==> config.mk <==
export PLATFORM = sky130hd
export DESIGN_NAME = lcd1602_bus_timer
export DESIGN_NICKNAME = d
export VERILOG_FILES = /design/src/rtl/lcd1602_bus_timer.sv
export SDC_FILE = /design/constraint.sdc
export NUM_CORES = 1
export LEC_CHECK = 0
export ABC_AREA = 0
export CAP_MARGIN = 20
export CORE_UTILIZATION = 30
export DETAILED_ROUTE_END_ITERATION = 12
export PLACE_DENSITY = 0.57
export SLEW_MARGIN = 20
export SYNTH_ARGS = -nofsm -noshare
export SYNTH_HDL_FRONTEND = slang
export SYNTH_SLANG_ARGS = --single-unit
==> constraint.sdc <==
create_clock -name in_clock -period 2.3 [get_ports in_clock]
set_input_delay 0.46 -clock in_clock [delete_from_list [all_inputs] [get_ports in_clock]]
set_output_delay 0.46 -clock in_clock [all_outputs]
set_load 0.05 [all_outputs]
==> src/rtl/lcd1602_bus_timer.sv <==
// HD44780/LCD1602 bus sequencer: turns one-cycle read/write requests into timed E/RS/RW strobes and data-bus drive.
// Optional 4-bit bus mode with two nibble transfers per request: define LCD1602_NIBBLE_EN.
module lcd1602_bus_timer #(
  parameter int unsigned T_AS_CYC  = 2,
  parameter int unsigned T_PW_CYC  = 12,
  parameter int unsigned T_H_CYC   = 2,
  parameter int unsigned T_GAP_CYC = 20
) (
  input  logic       in_clock,
  input  logic       rst,
  input  logic       req_wr,
  input  logic       req_rd,
  input  logic       req_rs,
  input  logic [7:0] req_data,
  output logic       busy,
  output logic       drop,
  output logic [7:0] rd_data,
  output logic       rd_valid,
  output logic       lcd_e,
  output logic       lcd_rs,
  output logic       lcd_rw,
  output logic [7:0] lcd_db_o,
  output logic       lcd_db_oe,
  input  logic [7:0] lcd_db_i
);

  typedef enum logic [2:0] {IDLE, SETUP, E_HIGH, HOLD, GAP} state_t;

  localparam logic [7:0] AS_LD  = 8'(T_AS_CYC - 1);
  localparam logic [7:0] PW_LD  = 8'(T_PW_CYC - 1);
  localparam logic [7:0] H_LD   = 8'(T_H_CYC - 1);
  localparam logic [7:0] GAP_LD = 8'(T_GAP_CYC - 1);

  state_t     state_q, state_d;
  logic [7:0] cnt_q, cnt_d;
  logic       cnt_zero;
  logic       accept;
  logic       capture;
  logic       in_xfer;
  logic       rs_q;
  logic       rd_q;
  logic [7:0] data_q;
  logic       drop_q;
  logic       rd_valid_q;
  logic [7:0] rd_data_q;
`ifdef LCD1602_NIBBLE_EN
  logic       phase_q, phase_d;
`endif

  assign cnt_zero = (cnt_q == '0);
  assign capture  = (state_q == E_HIGH) && cnt_zero && rd_q;

  always_comb begin
    state_d = state_q;
    cnt_d   = cnt_q - 8'd1;
    accept  = 1'b0;
`ifdef LCD1602_NIBBLE_EN
    phase_d = phase_q;
`endif
    case (state_q)
      IDLE: begin
        cnt_d = cnt_q;
        if (req_wr || req_rd) begin
          accept  = 1'b1;
          state_d = SETUP;
          cnt_d   = AS_LD;
`ifdef LCD1602_NIBBLE_EN
          phase_d = 1'b0;
`endif
        end
      end
      SETUP: if (cnt_zero) begin
        state_d = E_HIGH;
        cnt_d   = PW_LD;
      end
      E_HIGH: if (cnt_zero) begin
        state_d = HOLD;
        cnt_d   = H_LD;
      end
      HOLD: if (cnt_zero) begin
        state_d = GAP;
        cnt_d   = GAP_LD;
      end
      GAP: if (cnt_zero) begin
`ifdef LCD1602_NIBBLE_EN
        // first nibble's gap loops straight back into a second SETUP
        if (!phase_q) begin
          state_d = SETUP;
          cnt_d   = AS_LD;
          phase_d = 1'b1;
        end else begin
          state_d = IDLE;
          cnt_d   = '0;
        end
`else
        state_d = IDLE;
        cnt_d   = '0;
`endif
      end
      default: begin
        state_d = IDLE;
        cnt_d   = '0;
      end
    endcase
  end

  always_ff @(posedge in_clock) begin
    if (rst) begin
      state_q    <= IDLE;
      cnt_q      <= '0;
      rs_q       <= 1'b0;
      rd_q       <= 1'b0;
      data_q     <= '0;
      drop_q     <= 1'b0;
      rd_valid_q <= 1'b0;
      rd_data_q  <= '0;
`ifdef LCD1602_NIBBLE_EN
      phase_q    <= 1'b0;
`endif
    end else begin
      state_q <= state_d;
      cnt_q   <= cnt_d;
`ifdef LCD1602_NIBBLE_EN
      phase_q <= phase_d;
`endif
      if (accept) begin
        rs_q <= req_rs;
        rd_q <= ~req_wr;
        if (req_wr) data_q <= req_data;
      end
      drop_q <= ((state_q != IDLE) && (req_wr || req_rd)) ||
                ((state_q == IDLE) && req_wr && req_rd);
`ifdef LCD1602_NIBBLE_EN
      rd_valid_q <= capture && phase_q;
      if (capture) begin
        if (!phase_q) rd_data_q[7:4] <= lcd_db_i[7:4];
        else          rd_data_q[3:0] <= lcd_db_i[7:4];
      end
`else
      rd_valid_q <= capture;
      if (capture) rd_data_q <= lcd_db_i;
`endif
    end
  end

  assign in_xfer   = (state_q == SETUP) || (state_q == E_HIGH) || (state_q == HOLD);
  assign busy      = (state_q != IDLE);
  assign drop      = drop_q;
  assign rd_valid  = rd_valid_q;
  assign rd_data   = rd_data_q;
  assign lcd_e     = (state_q == E_HIGH);
  assign lcd_rs    = rs_q;
  assign lcd_rw    = in_xfer & rd_q;
  assign lcd_db_oe = in_xfer & ~rd_q;
`ifdef LCD1602_NIBBLE_EN
  assign lcd_db_o  = {(phase_q ? data_q[3:0] : data_q[7:4]), 4'h0};
`else
  assign lcd_db_o  = data_q;
`endif

endmodule

Yosys cells after proc, flatten, opt, wreduce, memory -nomap -nowiden
Cells that the tools add are included.
- add/subtract/negate cells: 1
- $mul: 0
- div/mod/pow operators: 0
- $lt $le $gt $ge: 0
- equality and inequality tests: 9
- shift operators: 0
- mux-type cells: 14
- bitwise logic cells: 4
- reduce and logical (&&, ||, !) cells: 14
- operators by type and width (operator ; number):
    $mux W8 ; 5
    $pmux W8 S5 ; 1
    $mux W3 ; 5
    $pmux W3 S5 ; 1
    $logic_not A8 Y1 ; 1
    $ne A2 B2 Y1 const B ; 4
    $sub A8 B1 Y8 const B ; 1
    $eq A3 B2 Y1 const B ; 2
    $logic_and A1 B1 Y1 ; 5
    $reduce_and A5 Y1 ; 1
    $logic_or A1 B1 Y1 ; 4
    $eq A3 B1 Y1 const B ; 1
    $eq A3 B3 Y1 const B ; 1
    $logic_not A3 Y1 ; 1
    $reduce_bool A3 Y1 ; 1
    $and A1 B1 Y1 ; 2
    $mux W1 ; 2
    $ne A2 B1 Y1 const B ; 1
    $not A1 Y1 ; 2
    $reduce_and A2 Y1 ; 1
- bits in registers: 31
- bits in latches: 0
- bits in writable memories: 0
- memory bits (read-only): 0
- bits of input ports: 21
- output and inout port bits: 23
- word-level logic and storage cells: 50
- memories kept: 0

Logic depth before layout (Yosys ltp)
Gate-level depths: netlist of the first run.
- depth after elaboration: 4
- depth in mapped cells: 7
- mapped depth without buffers: 6

Least setup slack after synthesis of the first run
OpenSTA, ideal clock, no wires.
- kind: register -> register
- start: register state_q[1]
- end: register rd_data_q[0] (netlist: rd_data[0])
- data arrival time: 2261 ps
- slack: -89 ps
- cell stages (with the launch flop): 7
- clock period less this slack: 2389 ps
- path through: dfxtp_1 -> buf_4 -> nor3b_1 -> nand4_1 -> buf_2 -> mux2i_1 -> nor2_1
- longest elaborated chain between the ends: 3
- RTL lines (what ; line ; text):
    start: declaration ; 34 ; state_t state_q, state_d;
    start signal: assignment ; 121 ; state_q <= state_d;
    $eq A3 B2 Y1 ; n/a ;
    net lcd_e ; 19 ; output logic lcd_e,
    $logic_and A1 B1 Y1 (2 in a row) ; 51 ; assign capture = (state_q == E_HIGH) && cnt_zero && rd_q;
    end signal: assignment ; 141 ; if (capture) rd_data_q <= lcd_db_i;
    end: declaration ; 45 ; logic [7:0] rd_data_q;
The timed path passes the listed nets, and every way through them passes these cells.
A chain may end at the register's enable or synchronous reset.

Worst setup path in the final report of the first run
- start: register state_q[1]
- end: output lcd_rw
- longest elaborated chain between the ends: 4
- elaborated cells on any way between the ends: 6
- those cells by class: 3 x eq/ne; 1 x bitwise; 2 x reduce/logical
- RTL lines (what ; line ; text):
    $eq A3 B1 Y1 / $eq A3 B2 Y1 (equally long branches) ; 146 ; assign in_xfer = (state_q == SETUP) || (state_q == E_HIGH) || (state_q == HOLD);
    $logic_or A1 B1 Y1 ; 146 ;
    $logic_or A1 B1 Y1 * ; 146 ;
    $and A1 B1 Y1 * ; 153 ; assign lcd_rw = in_xfer & rd_q;
    end: declaration ; 21 ; output logic lcd_rw,
Mark *: on every way between the ends. The rest lies on a longest branch, timed or not.

==> impl_metrics.tcl, run 1 <==
set metrics [dict create \
    std_cell_rows 24 \
    grt_max_degree 18 \
    yosysUniqueCellTypes 43 \
    critPathMaxFanout 9 \
    min_from "lcd_db_o[5]$_SDFFE_PP0P_" \
    cts_resized 0 \
    ant_nets 0 \
    holdPathStages 2 \
    avgSynthCellArea_um2 8.96 \
    stdcell_count 256 \
    drt-pass1-iter-count 8 \
    crit_type "reg2out" \
    fin_area_um2 2020 \
    dp_hpwl_um 2480 \
    finalCritPeriodShare 0.891 \
    final_common_cell "clkdlybuf4s50_1" \
    syn_inst 158 \
    clock-sinks 31 \
    multiInputGateArea_um2 742 \
    cp.required_ns 1.84 \
    finalCriticalPeriod_ns 2.05 \
    port_buffers 43 \
    finalPower_uw 2650 \
    maxCapViolCount 0 \
    synth_area_um2 1420 \
    hold_ws_ns 0.455 \
    gp_congestion 0.877 \
    slew_headroom 0.608 \
    worstMarginPinSlew_ns 0.583 \
    yosysWarnings 0 \
    areaGrowthSynthToFinish_pct 42.6 \
    ys_seq_area_frac 0.438 \
    status "finished with violations" \
    rr_startpoint "cnt_q[0]$_SDFFE_PP0P_" \
    grt_pass1_wl_um 5760 \
    start_kind "flop" \
    layout-drive-gt1-share 0.137 \
    die_w_um 70.7 \
    synth_area_leaders "dfxtp_1 (44%), mux2i_1 (6.4%), nand2_1 (5.8%), nor2_1 (4.2%), a21oi_1 (3.9%)" \
    setup_violations 0 \
    cts_setup_buffers 0 \
    synth_top_area_frac 0.438 \
    io_pins 44 \
    overflow 0 \
    ys_seq_elements 31 \
    grt_pass1_vias 1276 \
    min_to "lcd_db_o[5]$_SDFFE_PP0P_" \
    viasPerCell 4.95 \
    final_cell_mix "clkdlybuf4s50_1 (39), dfxtp_1 (31), nand2_1 (22), nor2_1 (16), a21oi_1 (11)" \
    cts_tree "yes" \
    insertion_delay_ns 0.27 \
    dpl.cell_count 248 \
    fill_cells 440 \
    wl_um 3300 \
    rsz0062_at_grt "no" \
    start_util 0.319 \
    leakage_uw 0.000813 \
    hold_buffers 0 \
    arrival_ns 1.59 \
    cts_root_buffer "clkbuf_8" \
    fin_worst_skew_ns 0.00515 \
    syn_nets 181 \
    core_um2 4440 \
    vdd_drop_max_uv 397 \
    hold_path_class "reg2reg" \
    worstRegToRegCells 6 \
    synth_top_cell_by_area "dfxtp_1" \
    worstReg2RegEnd "state_q[2]$_SDFFE_PP0P_" \
    placed_cell_area_um2 1900 \
    fp.dieArea_um2 5000 \
    cts_buffer_depth 2 \
    clk_pin_slew_ns 0.06 \
    r2r_slack_ns 0.52 \
    cts_buffers 5 \
    power_density_nw_per_um2 1310 \
    vias 1266 \
    drc_errors 10 \
    seqCellArea_um2 621 \
    fin_setup_tns_ns 0 \
    nets 226 \
    n_antenna_cell 0 \
    avgRoutedWirePerCell_um 12.9 \
    die_h_um 70.7 \
    report.final.slew_viol_count 0 \
    drtIter0Drc 71 \
    violations "DRC" \
    antenna_found_initial 0 \
    track_usage 0.146 \
    fmax_mhz 488 \
    htree_levels 2 \
    hold_viol 0 \
    cp-end-kind "output port" \
]
-- cell usage after synthesis (all sizes together) --
cell type   n
o2111ai     1
dfxtp      31
or3b        1
a21oi      13
nand3b      1
clkbuf      2
mux2i       9
or2         1
nor3b       4
a2bb2oi     2
o22ai       1
nor4        3
o21ai       2
o211ai      3
xor2        5
maj3        1
mux2        1
nand2b      1
o2bb2ai     1
nand3       4
a22oi       1
a211oi      1
nor2       16
or3         1
nand4       1
nor3        9
inv         5
and2        2
o21a        1
ha          2
buf         6
nand2      23
a2111oi     1
and4b       1
xnor2       1
-- worst max-delay path by stage --
| stage | from | end | slack, ns |
|---|---|---|---|
| floorplan | state_q[0]$_SDFFE_PP0P_ | lcd_rw | 0.03 |
| global placement | req_wr | cnt_q[4]$_SDFFE_PP0P_ | 0.33 |
| detailed placement | req_wr | cnt_q[4]$_SDFFE_PP0P_ | 0.31 |
| CTS | state_q[1]$_SDFFE_PP0P_ | lcd_rw | 0.24 |
| global route | state_q[1]$_SDFFE_PP0P_ | lcd_rw | 0.10 |
| finish | state_q[1]$_SDFFE_PP0P_ | lcd_rw | 0.25 |
-- report_power, final --
group          leakage, µW  internal (µW)  switching, µW
sequential        0.000253            652            156
clock            0.0000612            350            195
combinational     0.000499            504            797
total             0.000813           1510           1150
-- metal layers --
metal / global-route usage / share of wire
met5: 0 / 0
met3: 0.0385 / 0.051
met2: 0.247 / 0.50
met1: 0.174 / 0.44
met4: 0.0667 / 0.013
-- critical path, stage by stage (launching register included) --
cell,delay (ns)
dfxtp_1,0.55
nor2_1,0.20
nor3b_1,0.37
buf_12,0.19
-- per-stage QoR --
step	utilization	worst slack (ns)
finish	0.454	0.251
global route	0.454	0.102
CTS	0.454	0.244
detailed placement	0.428	0.308
global placement	0.428	0.326
floorplan	-	0.0334
-- cell families (layout without fill, tap and decap cells) --
logic type,Yosys count,after routing,synth area share
AND/OR/NAND/NOR,68,68,0.257
flip-flops,31,31,0.438
AO/OA/AOI/OAI,27,27,0.130
buffers and inverters,13,59,0.0415
multiplexers,10,10,0.0716
XOR/XNOR,6,6,0.0371
adder cells (fa/ha/maj),3,3,0.0247
-- state kept, by name, indices dropped and copies added, names as in the netlist --
signal	flops
cnt_q	8
lcd_db_o	8
rd_data	8
state_q	3
drop	1
lcd_rs	1
rd_q	1
rd_valid	1
-- layout make-up --
type / count / area share
Multi-Input combinational cell: 114 / 0.367
Tap cell: 52 / 0.0322
Sequential cell: 31 / 0.307
Inverter: 5 / 0.00929
Clock buffer: 6 / 0.0409
Timing Repair Buffer: 46 / 0.226
Clock inverter: 2 / 0.0173
Power figures use the tool's default switching activity.
==> inputs of run 2 (changes only) <==
--- a/config.mk
+++ b/config.mk
@@ -7,9 +7,9 @@
 export LEC_CHECK = 0
 export ABC_AREA = 0
 export CAP_MARGIN = 20
-export CORE_UTILIZATION = 30
+export CORE_UTILIZATION = 40
 export DETAILED_ROUTE_END_ITERATION = 12
-export PLACE_DENSITY = 0.57
+export PLACE_DENSITY = 0.71
 export SLEW_MARGIN = 20
 export SYNTH_ARGS = -nofsm -noshare
 export SYNTH_HDL_FRONTEND = slang
==> run 2 against run 1 <==
The run now ends clean. Wire length up 0.36%. Largest power group unchanged. Count of clock-buffer cells in the layout unchanged. Critical path depth unchanged. Clock power down 19%. Global-route usage up 4.6 points. Clock skew up 0.0069 ns. Sequential share of layout area up 0.64 points. Flip-flop and latch count unchanged. Design area down 2.0%. Register-to-register slack worse by 0.03 ns. Critical path type unchanged. Die area down 24%. Maximum frequency up 1.2%.
==> impl_metrics.tcl, run 2 (synthesis gave the netlist of run 1 again) <==
set metrics [dict create \
    wl_um 3310 \
    hold_path_class "reg2reg" \
    gp_congestion 0.831 \
    cts_buffer_depth 2 \
    fin_worst_skew_ns 0.0121 \
    cts_root_buffer "clkbuf_4" \
    leakage_uw 0.000797 \
    areaGrowthSynthToFinish_pct 39.7 \
    routed.top_layer "met4" \
    start_kind "flop" \
    vdd_drop_max_uv 625 \
    worstMarginPinSlew_ns 0.591 \
    die_h_um 61.5 \
    track_usage 0.192 \
    nets 225 \
    start_util 0.421 \
    drc_errors 0 \
    cts_tree "yes" \
    grt_max_degree 23 \
    routedLengthMet1_um 1370 \
    antenna_found_initial 0 \
    port_buffers 43 \
    drtIter0Drc 74 \
    drt-pass1-iter-count 4 \
    vias 1302 \
    io_pins 44 \
    wl_met3_um 254 \
    maxCapViolCount 0 \
    cts_buffers 5 \
    viasPerCell 5.23 \
    cp.required_ns 1.84 \
    final_common_cell "clkdlybuf4s50_1" \
    critPathMaxFanout 9 \
    finalCritPeriodShare 0.881 \
    die_w_um 61.5 \
    clock-sinks 31 \
    fin_setup_tns_ns 0 \
    layout-drive-gt1-share 0.138 \
    fmax_mhz 494 \
    finalCriticalPeriod_ns 2.03 \
    report.final.slew_viol_count 0 \
    status "finished clean" \
    rsz0062_at_grt "no" \
    core_um2 3360 \
    overflow 0 \
    fp.dieArea_um2 3780 \
    std_cell_rows 21 \
    setup_violations 0 \
    cp-end-kind "output port" \
    clk_pin_slew_ns 0.09 \
    power_density_nw_per_um2 1290 \
    avgRoutedWirePerCell_um 13.3 \
    final_cell_mix "clkdlybuf4s50_1 (39), dfxtp_1 (31), nand2_1 (22), nor2_1 (16), a21oi_1 (11)" \
    crit_type "reg2out" \
    grt_pass1_wl_um 5290 \
    grt_pass1_vias 1213 \
    n_antenna_cell 0 \
    slew_headroom 0.605 \
    arrival_ns 1.57 \
    hold_viol 0 \
    fill_cells 320 \
    ant_nets 0 \
    hold_ws_ns 0.466 \
    insertion_delay_ns 0.33 \
    dr_wl_met2_um 1610 \
    dp_hpwl_um 2480 \
    htree_levels 2 \
]
-- run 2: cell count changes in the layout (fill, tap and decap cells not counted) --
cell,before,now
clkbuf_8,6,1
nor3b_2,2,3
clkbuf_4,0,5
nor3b_1,2,1
buf_4,6,5
-- run 2: area by class of cell --
type | count | area [µm²] | share of cell area
Multi-Input combinational cell | 114 | 747 | 0.378
Sequential cell | 31 | 621 | 0.314
Timing Repair Buffer | 45 | 448 | 0.226
Tap cell | 46 | 57.6 | 0.0291
Clock buffer | 6 | 51.3 | 0.0259
Clock inverter | 2 | 35.0 | 0.0177
Inverter | 5 | 18.8 | 0.00949
-- run 2: final timing paths --
check | endpoint | startpoint | slack [ns] | depth (start not counted)
max | lcd_rw | state_q[1]$_SDFFE_PP0P_ | 0.27 | 3
min | lcd_db_o[6]$_SDFFE_PP0P_ | lcd_db_o[6]$_SDFFE_PP0P_ | 0.47 | 2
max reg2reg | state_q[2]$_SDFFE_PP0P_ | cnt_q[0]$_SDFFE_PP0P_ | 0.49 | 6
min reg2reg | lcd_db_o[6]$_SDFFE_PP0P_ | lcd_db_o[6]$_SDFFE_PP0P_ | 0.47 | 2
-- run 2: through the flow --
step	area, µm²	std cells	util	power [µW]	worst slack, ns
6_report	1980	249	0.588	2560	0.275
3_3_place_gp	1890	241	0.561	2080	0.339
5_1_grt	1980	249	0.588	2740	0.142
3_5_place_dp	1890	241	0.561	2120	0.284
2_1_floorplan	1420	158	-	1780	0.0334
4_1_cts	1970	249	0.587	2560	0.144
-- run 2: repair_timing --
action                     CTS  global route
setup endpoints to repair    0             1
resized for setup            0             1
hold endpoints to repair     0             0
buffers inserted             0             0
hold buffers                 0             0
-- run 2: report_power, final --
group	leakage [µW]	switching, µW	internal, µW
clock network	0.0000482	186	257
logic	0.000496	805	506
registers	0.000253	154	651
total	0.000797	1150	1410
-- run 2: metal layers --
metal / global-route usage / vias up
li1: - / 635
met2: 0.323 / 53
met4: 0.0889 / 0
met1: 0.228 / 605
met5: 0 / -
met3: 0.0504 / 9
-- run 2: worst max-delay path: stages (launching register included) --
cell and delay (ns):
dfxtp_1 0.56, nor2_1 0.22, nor3b_2 0.29, buf_12 0.17
==> inputs of run 3 (changes only) <==
--- a/config.mk
+++ b/config.mk
@@ -9,6 +9,7 @@
 export CAP_MARGIN = 20
 export CORE_UTILIZATION = 40
 export DETAILED_ROUTE_END_ITERATION = 12
+export GPL_TIMING_DRIVEN = 1
 export PLACE_DENSITY = 0.71
 export SLEW_MARGIN = 20
 export SYNTH_ARGS = -nofsm -noshare
==> results of run 3 <==
The final DEF is identical to that of run 2; final timing and power are the same.
